**src/rtl/mem_arb_pkg.sv**
```systemverilog
// Shared types and default sizes for the fetch/data memory port arbiter.
package mem_arb_pkg;

    localparam int MEM_ARB_ADDR_W     = 32;
    localparam int MEM_ARB_DATA_W     = 32;
    localparam int MEM_ARB_MAX_STREAK = 4;

    typedef enum logic [1:0] {IDLE, ISSUE, WAIT, RESP} arb_state_e;
    typedef enum logic {OWN_IF, OWN_DM} owner_e;

endpackage

```
**src/rtl/mem_arb_select.sv**
```systemverilog
// Winner select between fetch and data requests. With MEM_ARB_STARVE_GUARD_EN defined,
// a streak counter forces a fetch grant after MAX_STREAK data grants taken while fetch waited.
module mem_arb_select import mem_arb_pkg::*; #(
    parameter int MAX_STREAK = MEM_ARB_MAX_STREAK
) (
`ifdef MEM_ARB_STARVE_GUARD_EN
    input  logic clk,
    input  logic reset_n,
`endif
    input  logic en_i,
    input  logic if_req_i,
    input  logic dm_req_i,
    output logic gnt_if_o,
    output logic gnt_dm_o
);

`ifdef MEM_ARB_STARVE_GUARD_EN
    localparam int STREAK_W = $clog2(MAX_STREAK + 1);

    logic [STREAK_W-1:0] streak_q, streak_d;
    logic                starve;

    assign starve   = (streak_q == STREAK_W'(MAX_STREAK));
    assign gnt_dm_o = en_i && dm_req_i && !(starve && if_req_i);
    assign gnt_if_o = en_i && if_req_i && !gnt_dm_o;

    // Idle cycles without a fetch request also clear, so only a contiguous starvation counts.
    always_comb begin
        streak_d = streak_q;
        if (gnt_if_o || (en_i && !if_req_i))
            streak_d = '0;
        else if (gnt_dm_o && if_req_i && !starve)
            streak_d = streak_q + STREAK_W'(1);
    end

    always_ff @(posedge clk) begin
        if (!reset_n)
            streak_q <= '0;
        else
            streak_q <= streak_d;
    end
`else
    assign gnt_dm_o = en_i && dm_req_i;
    assign gnt_if_o = en_i && if_req_i && !dm_req_i;
`endif

endmodule

```
**src/rtl/mem_port_arbiter.sv**
```systemverilog
// Shares one single-port memory between fetch and data requesters, one transaction at a time.
// Optional fetch starvation guard enabled by defining MEM_ARB_STARVE_GUARD_EN.
module mem_port_arbiter import mem_arb_pkg::*; #(
    parameter int ADDR_W     = MEM_ARB_ADDR_W,
    parameter int DATA_W     = MEM_ARB_DATA_W,
    parameter int MAX_STREAK = MEM_ARB_MAX_STREAK
) (
    input  logic                clk,
    input  logic                reset_n,
    input  logic                if_req,
    input  logic [ADDR_W-1:0]   if_addr,
    output logic                if_ready,
    output logic                if_rvalid,
    output logic [DATA_W-1:0]   if_rdata,
    input  logic                dm_req,
    input  logic                dm_we,
    input  logic [ADDR_W-1:0]   dm_addr,
    input  logic [DATA_W-1:0]   dm_wdata,
    input  logic [DATA_W/8-1:0] dm_be,
    output logic                dm_ready,
    output logic                dm_rvalid,
    output logic [DATA_W-1:0]   dm_rdata,
    output logic                mem_req,
    output logic                mem_we,
    output logic [ADDR_W-1:0]   mem_addr,
    output logic [DATA_W-1:0]   mem_wdata,
    output logic [DATA_W/8-1:0] mem_be,
    input  logic                mem_gnt,
    input  logic                mem_rvalid,
    input  logic [DATA_W-1:0]   mem_rdata,
    output logic                busy
);

    localparam int BE_W = DATA_W / 8;

    arb_state_e          state_q;
    owner_e              owner_q;
    logic                mem_req_q;
    logic                we_q;
    logic [ADDR_W-1:0]   addr_q;
    logic [DATA_W-1:0]   wdata_q;
    logic [BE_W-1:0]     be_q;
    logic                if_rvalid_q, dm_rvalid_q;
    logic [DATA_W-1:0]   if_rdata_q, dm_rdata_q;

    logic arb_en, gnt_if, gnt_dm, resp_take;

    // Gating with reset_n keeps a request from being acknowledged during reset.
    assign arb_en = reset_n && (state_q == IDLE);

    mem_arb_select #(.MAX_STREAK(MAX_STREAK)) u_select (
`ifdef MEM_ARB_STARVE_GUARD_EN
        .clk      (clk),
        .reset_n  (reset_n),
`endif
        .en_i     (arb_en),
        .if_req_i (if_req),
        .dm_req_i (dm_req),
        .gnt_if_o (gnt_if),
        .gnt_dm_o (gnt_dm)
    );

    assign resp_take = mem_rvalid && ((state_q == WAIT) || (state_q == ISSUE && mem_gnt));

    always_ff @(posedge clk) begin
        if (!reset_n) begin
            state_q     <= IDLE;
            owner_q     <= OWN_IF;
            mem_req_q   <= 1'b0;
            we_q        <= 1'b0;
            addr_q      <= '0;
            wdata_q     <= '0;
            be_q        <= '0;
            if_rvalid_q <= 1'b0;
            dm_rvalid_q <= 1'b0;
            if_rdata_q  <= '0;
            dm_rdata_q  <= '0;
        end else begin
            unique case (state_q)
                IDLE: begin
                    if (gnt_if || gnt_dm) begin
                        state_q   <= ISSUE;
                        mem_req_q <= 1'b1;
                        owner_q   <= gnt_dm ? OWN_DM : OWN_IF;
                        addr_q    <= gnt_dm ? dm_addr : if_addr;
                        we_q      <= gnt_dm && dm_we;
                        wdata_q   <= gnt_dm ? dm_wdata : '0;
                        be_q      <= gnt_dm ? dm_be : '1;
                    end
                end
                ISSUE: begin
                    if (mem_gnt) begin
                        mem_req_q <= 1'b0;
                        state_q   <= mem_rvalid ? RESP : WAIT;
                    end
                end
                WAIT: begin
                    if (mem_rvalid)
                        state_q <= RESP;
                end
                RESP: begin
                    state_q     <= IDLE;
                    if_rvalid_q <= 1'b0;
                    dm_rvalid_q <= 1'b0;
                    if_rdata_q  <= '0;
                    dm_rdata_q  <= '0;
                end
                default: state_q <= IDLE;
            endcase

            if (resp_take) begin
                if (owner_q == OWN_DM) begin
                    dm_rvalid_q <= 1'b1;
                    dm_rdata_q  <= we_q ? '0 : mem_rdata;
                end else begin
                    if_rvalid_q <= 1'b1;
                    if_rdata_q  <= mem_rdata;
                end
            end
        end
    end

    assign if_ready  = gnt_if;
    assign dm_ready  = gnt_dm;
    assign if_rvalid = if_rvalid_q;
    assign if_rdata  = if_rdata_q;
    assign dm_rvalid = dm_rvalid_q;
    assign dm_rdata  = dm_rdata_q;
    assign mem_req   = mem_req_q;
    assign mem_we    = we_q;
    assign mem_addr  = addr_q;
    assign mem_wdata = wdata_q;
    assign mem_be    = be_q;
    assign busy      = (state_q != IDLE);

endmodule

```
**config.mk**
```make
export PLATFORM = sky130hd
export DESIGN_NAME = mem_port_arbiter
export DESIGN_NICKNAME = d
export VERILOG_FILES = /design/src/rtl/mem_arb_pkg.sv /design/src/rtl/mem_arb_select.sv /design/src/rtl/mem_port_arbiter.sv
export SDC_FILE = /design/constraint.sdc
export NUM_CORES = 1
export LEC_CHECK = 0
export ABC_CLOCK_PERIOD_IN_PS = 4200
export CORE_MARGIN = 1.5
export CORE_UTILIZATION = 45
export CTS_BUF_LIST = sky130_fd_sc_hd__clkbuf_8
export DETAILED_ROUTE_END_ITERATION = 10
export PLACE_DENSITY_LB_ADDON = 0.3
export SYNTH_ARGS = -nofsm -noshare
export SYNTH_HDL_FRONTEND = slang
export SYNTH_SLANG_ARGS = --single-unit
```
**constraint.sdc**
```tcl
create_clock -name clk -period 4.2 [get_ports clk]
set_input_delay 1.26 -clock clk [delete_from_list [all_inputs] [get_ports clk]]
set_output_delay 1.26 -clock clk [all_outputs]
set_load 0.03 [all_outputs]
```
# Word level (Yosys, flattened, before mapping)
# Index checks and enable logic that the tools add are counted.
# Widths: inputs -> output; s select.
[totals]
reg_bits = 139
output_inout_bits = 139
n_memories = 0
latchBits = 0
romBits = 0
ramBits = 0
elab_cells = 58
input_bits = 139
[op_classes]
div = 0
bitwise_logic = 0
eq_ne = 6
shift = 0
reduce_logical = 16
multipliers = 0
muxes = 25
addsub = 0
order_cmp = 0
[ops]
columns = ["operator", "count"]
rows = [
  ["$mux 32", 9],
  ["$mux 1", 10],
  ["$pmux 2 s4", 1],
  ["$logic_and 1x1->1", 7],
  ["$mux 2", 3],
  ["$reduce_and 3->1", 2],
  ["$eq 2x2->1 const B", 2],
  ["$mux 4", 1],
  ["$ne 2x2->1 const B", 2],
  ["$reduce_bool 2->1", 2],
  ["$eq 2x1->1 const B", 1],
  ["$logic_not 2->1", 1],
  ["$logic_or 1x1->1", 2],
  ["$ne 2x1->1 const B", 1],
  ["$pmux 1 s2", 1],
  ["$reduce_and 2->1", 1],
  ["$logic_not 1->1", 1],
]

# Logic depth before layout (Yosys ltp)
# Gate-level depths: netlist (run 1).
[depth]
word_depth = 7
depth_mapped = 8
depth_no_buf = 6

# Cells and area by module
# From an unflattened synthesis (run 1), not the netlist that was laid out.
[hier_totals]
hier_cells = 642
area_unflattened_um2 = 5848.1
[modules_own_cells]
columns = ["mod", "cells_per_inst", "n_inst", "seq_area_each_um2", "area_each_um2"]
rows = [
  ["mem_port_arbiter", 640, 1, 2782.7, 5831.8],
  ["mem_arb_select", 2, 1, 0.0, 16.3],
]

# Least setup slack after synthesis (run 1)
# OpenSTA, ideal clock, no wires.
[synth_path]
path_type = "input-to-output"
startpoint = "input reset_n"
endpoint = "output if_ready"
cell_stages = 4
required_ps = 2940
path_buffers = 2
setup_slack_ps = 255
arrival_ps = 2685
path_cell_list = "buf_2 inv_1 buf_2 nor4b_1"
[synth_between]
elab_chain_cells = 3
[synth_rtl]
columns = ["element", "line", "source"]
rows = [
  ["from (decl)", "mem_port_arbiter.sv:9", "input logic reset_n,"],
  ["$logic_and 1x1->1", "mem_port_arbiter.sv:49", "assign arb_en = reset_n && (state_q == IDLE);"],
  ["$logic_and 1x1->1 (2 in series)", "mem_arb_select.sv:44", "assign gnt_if_o = en_i && if_req_i && !dm_req_i;"],
  ["to (decl)", "mem_port_arbiter.sv:12", "output logic if_ready,"],
]
# No other way between the ends.

# Worst setup path in the final report (run 1)
[layout_path]
startpoint = "input if_req"
endpoint = "output if_ready"
[layout_between]
elab_chain_cells = 2
[layout_rtl]
columns = ["element", "line", "source"]
rows = [
  ["from (decl)", "mem_port_arbiter.sv:10", "input logic if_req,"],
  ["$logic_and 1x1->1 (2 in series)", "mem_arb_select.sv:44", ""],
]
# No other way between the ends.

==> impl_metrics.toml, run 1 <==
[cells_and_area]
utilization_pct = 72.8
drive_above_1_share_pct = 6.71
nNetsFinal = 996
n_antenna_cell = 0
area_growth_pct = 56.0

[die]
fp-row-count = 40
pin_count = 278
core_um2 = 12200
die_y_um = 115
dieArea_um2 = 13300
start_util_pct = 46.7
die_w_um = 115

[yosys]
synth_area_leaders = "dfxtp_1, mux2i_1, nor2_1"
synth-async-reset-ratio_pct = 0
yosysMostFrequentCell = "dfxtp_1"
synth_edf_count = 0
yosysWarnings = 0
synth_top_area_share_pct = 49.0
ys_types = 35
ys_seq_area_share_pct = 49.0
synth.cell_area_um2 = 5680
yosys-top-cells-count = "dfxtp_1, nor2_1, nand2_1"
syn_avg_cell_area_um2 = 9.40
synth_top_area_cell = "dfxtp_1"
synth_cells = 604
ys_dominant_reg_cell = "dfxtp_1"
ys_ff_latch = 139
syn_nets = 748

[global_routing]
grtUsageMet3_pct = 11.0
grt_use_met2_pct = 45.4
grt.total_usage_pct = 26.4
grt_pass1_vias = 5649
busiest_layer = "met2"
grt_pass1_wl_um = 27000
antenna_found_initial = 0
use_met1_pct = 27.4
gr-total-overflow = 0
grt_max_degree = 74

[clock_network]
cts_sinks = 139
clk_pin_slew_ps = 70
clk_latency_ps = 440
cts_root_buf = "clkbuf_8"
htreeDepth = 4
cts_tree = "built"
cts_hold_buffers = 0
clockBufferDepth = 2
cts_inserted_buffers = 17
cts_setup_buffers = 0
ctsResizeCount = 0

[timing]
relSlewSlack_pct = 34.9
setup_viol = 0
holdWs_ps = 458
fin_crit_ps = 3590
slew_viol_final = 0
timing.setup.tns_ps = 0
final.period_utilization_pct = 85.4
tightest_slew_ps = 976
fmaxAchievable_mhz = 279
skew_ps = 11.4
hold_viol_final = 0
rsz0062_at_grt = "false"

[power_and_ir_drop]
vdd_drop_max_uv = 283
power_leakage_uw = 0.00323
power.density_nw_per_um2 = 517

[detailed_routing]
wire_per_inst_um = 16.9
ant_nets = 0
vias = 5444
vias_per_cell = 5.27
drt_iter0_drc = 406
wl_um = 17400
dr.pass1.iters = 4
drc_errors = 0

[worst_setup_path]
crit_arrival_ps = 2330
crit_required_ps = 2940
rr_worst_depth = 7
reg2reg_from = "state_q[1]$_SDFFE_PN0P_"
critPathMaxFanout = 5
r2r_slack_ps = 1990
endpoint_kind = "output port"
path_class = "primary input to output port"
start_kind = "primary input"
r2r_end = "if_rdata[31]$_SDFF_PN0_"

[run_status]
status = "finished clean"

[place]
gp_congestion = 0.807
dp_hpwl_um = 12700
io_buffers = 277

[worst_hold_path]
holdPathEnd = "dm_rdata[15]$_SDFF_PN0_"
hold_path.class = "register to register"
holdPathStages = 2
hold_path_startpoint = "dm_rdata[15]$_SDFF_PN0_"

[run]
drv_cap = 0
==> routing by layer <==
layer,wire length (um),vias to the layer above
met5,0,-
met4,572,0
met2,8730,232
met3,1520,43
li1,-,2633
met1,6610,2536
==> power by group <==
group	switching (uW)	total, uW	leakage [uW]	internal, uW
clock	500	1190	0.000230	691
combinational	1030	1750	0.00187	717
sequential	118	1640	0.00113	1520
total	1650	4580	0.00323	2930
==> placed cells by master, fill, tap and decap left out, drive strengths merged <==
cell	instances
clkdlybuf4s50	273
dfxtp	139
nor2	70
nand2	69
mux2i	65
a22oi	34
nand4	32
a211oi	32
nand3b	31
o21ai	31
clkbuf	20
buf	16
inv	7
ha	5
clkinv	5
nor2b	5
o22ai	4
bufinv	4
nand3	3
nand2b	3
a21oi	2
a31oi	2
o21a	2
and3	2
nor4b	1
o211ai	1
o211a	1
a21o	1
and2	1
or3b	1
a311oi	1
a31o	1
clkinvlp	1
==> logic make-up (layout without fill, tap and decap cells) <==
logic type      after synthesis  count (layout)  share of synthesized area (%)
buf+inv                      65             326                           6.17
compound gates              112             112                           13.5
fa+ha+maj                     5               5                           1.10
mux                          65              65                           11.5
flops                       139             139                           49.0
simple gates                218             218                           18.7
==> how the worst max path moves through the flow <==
| stage | from | end | cells after the start |
|---|---|---|---|
| floorplan | reset_n | if_ready | 4 |
| global placement | if_req | if_ready | 3 |
| detailed placement | if_req | if_ready | 3 |
| CTS | if_req | if_ready | 3 |
| global route | if_req | if_ready | 3 |
| finish | if_req | if_ready | 3 |
==> flip-flops by register name (all words and copies together) (netlist names) <==
name and cells:
dm_rvalid 1, dm_rdata 32, state_q 2, mem_req 1
if_rdata 32, mem_be 4, owner_q 1, mem_wdata 32
mem_addr 32, mem_we 1, if_rvalid 1
==> metrics by stage <==
step | power (uW) | area [um2] | instances | worst slack (ps)
finish | 4580 | 8850 | 1033 | 613
global route | 4800 | 8850 | 1033 | 499
CTS | 4610 | 8850 | 1033 | 608
detailed placement | 3420 | 8410 | 1001 | 609
global placement | 3360 | 8410 | 1001 | 629
floorplan | 2730 | 5680 | 604 | 255
==> worst max-delay path, stage by stage <==
cell and delay (ps):
clkdlybuf4s50_1 550, nor4b_1 290, buf_4 220
==> final cells by class <==
class                      instances  area [um2]
sequential                       139        2780
multi-input combinational        400        2550
tap                              168         210
timing repair buffer             289        2850
fill                             901        3310
clock buffer                      20         275
inverter                           5        18.8
clock inverter                    12         169
Power figures use the tool's default switching activity.
==> inputs of run 2 (changes only) <==
ABC_CLOCK_PERIOD_IN_PS = 4300   (was 4200)
clock period = 4.3 ns   (was 4.2 ns; I/O delays follow)
==> run 2 against run 1 <==
Compared with the run above: flip-flop and latch count is the same; clock power shrank 7%; clock skew shrank 0.55 ps; critical path depth grew 1; final area shrank 0.20%; critical endpoint is now dm_ready; largest power group unchanged.
==> impl_metrics.toml, run 2 (synthesis gave the netlist of run 1 again) <==
[clock_network]
clk_latency_ps = 430
clk_pin_slew_ps = 80
cts_sinks = 139
htreeDepth = 4
cts_inserted_buffers = 17
cts_tree = "built"
clockBufferDepth = 2
cts_hold_buffers = 0
cts_root_buf = "clkbuf_8"
cts_setup_buffers = 0
ctsResizeCount = 0

[worst_setup_path]
critPathMaxFanout = 21
path_class = "primary input to output port"
start_kind = "primary input"
crit_required_ps = 3010
reg2reg_from = "state_q[1]$_SDFFE_PN0P_"
endpoint_kind = "output port"
slowest_stage = "buf_2"
max_stage_delay_ps = 440
crit_chain = "buf_2, nand3_1, inv_2, buf_4"
crit_path_start = "dm_req"
crit_arrival_ps = 2390

[timing]
setup_viol = 0
fmaxAchievable_mhz = 272
tightest_slew_ps = 983
fin_crit_ps = 3680
relSlewSlack_pct = 34.4
hold_viol_final = 0
timing.setup.tns_ps = 0
rsz0062_at_grt = "false"
final.period_utilization_pct = 85.6
skew_ps = 10.9
slew_viol_final = 0
holdWs_ps = 459

[power_and_ir_drop]
power_leakage_uw = 0.00321
power.density_nw_per_um2 = 500
power_uw = 4420
vdd_drop_max_uv = 339

[detailed_routing]
drc_errors = 0
ant_nets = 0
wl_um = 17400
dr.pass1.iters = 4
vias_per_cell = 5.25
vias = 5415
wire_per_inst_um = 16.9
drt_iter0_drc = 367

[place]
dp_hpwl_um = 12600
gp_congestion = 0.849
io_buffers = 277

[cells_and_area]
final_common_cell = "clkdlybuf4s50_1"
drive_above_1_share_pct = 6.60
nNetsFinal = 995
mostFrequentLayoutCells = "clkdlybuf4s50_1, dfxtp_1, nor2_1"
utilization_pct = 72.7
n_antenna_cell = 0
area_growth_pct = 55.7

[die]
fp-row-count = 40
dieArea_um2 = 13300
die_y_um = 115
start_util_pct = 46.7
die_w_um = 115
pin_count = 278
core_um2 = 12200

[global_routing]
antenna_found_initial = 0
grt_max_degree = 74
grt.total_usage_pct = 26.3
grt_pass1_vias = 5573
gr-total-overflow = 0
grt_pass1_wl_um = 27400

[worst_hold_path]
hold_path.class = "register to register"
hold_path_startpoint = "dm_rdata[16]$_SDFF_PN0_"

[run]
drv_cap = 0

[run_status]
status = "finished clean"
## run 2: cell types whose count changed in the layout (fill, tap and decap cells not counted), sizes merged
cell	delta
buf	-1
clkinv	-2
clkinvlp	+4
inv	-1
bufinv	-1
## run 2: power by group
group          switching [uW]  leakage (uW)  internal (uW)
Combinational            1010       0.00187            701
Clock                     491      0.000204            615
Sequential                117       0.00113           1490
Total                    1620       0.00321           2800
## run 2: through the flow
stage | cells | instance area, um2 | setup WS [ps]
after floorplan | 604 | 5680 | 295
after global placement | 1000 | 8420 | 671
after detailed placement | 1000 | 8420 | 624
after CTS | 1032 | 8840 | 621
after global routing | 1032 | 8840 | 558
final | 1032 | 8840 | 619
## run 2: area by class of cell
| type | instances | area (um2) |
|---|---|---|
| inverter | 5 | 18.8 |
| timing repair buffer | 288 | 2850 |
| multi-input combinational | 400 | 2550 |
| fill | 920 | 3320 |
| clock inverter | 12 | 146 |
| tap | 168 | 210 |
| sequential | 139 | 2780 |
| clock buffer | 20 | 275 |
## run 2: path summary, 6_finish.rpt
kind | end | slack, ps | depth (start not counted)
worst min register to register | dm_rdata[16]$_SDFF_PN0_ | 460 | 2
worst max-delay path | dm_ready | 620 | 4
worst max register to register | dm_rdata[22]$_SDFF_PN0_ | 1980 | 5
worst min-delay path | dm_rdata[16]$_SDFF_PN0_ | 460 | 2
## run 2: worst max-delay path, delay by kind of cell
| kind | cells | cell delay [ps] |
|---|---|---|
| buf+inv | 3 | 770 |
| simple gates | 1 | 330 |
## run 2: layer usage
layer,vias up,GRT usage (%),wire length [um],share of wire [%]
met1,2501,29.6,6820,39
met3,31,8.59,1390,8.0
met5,-,0,0,0
li1,2640,-,-,-
met2,243,46.5,8760,50
met4,0,9.71,422,2.4
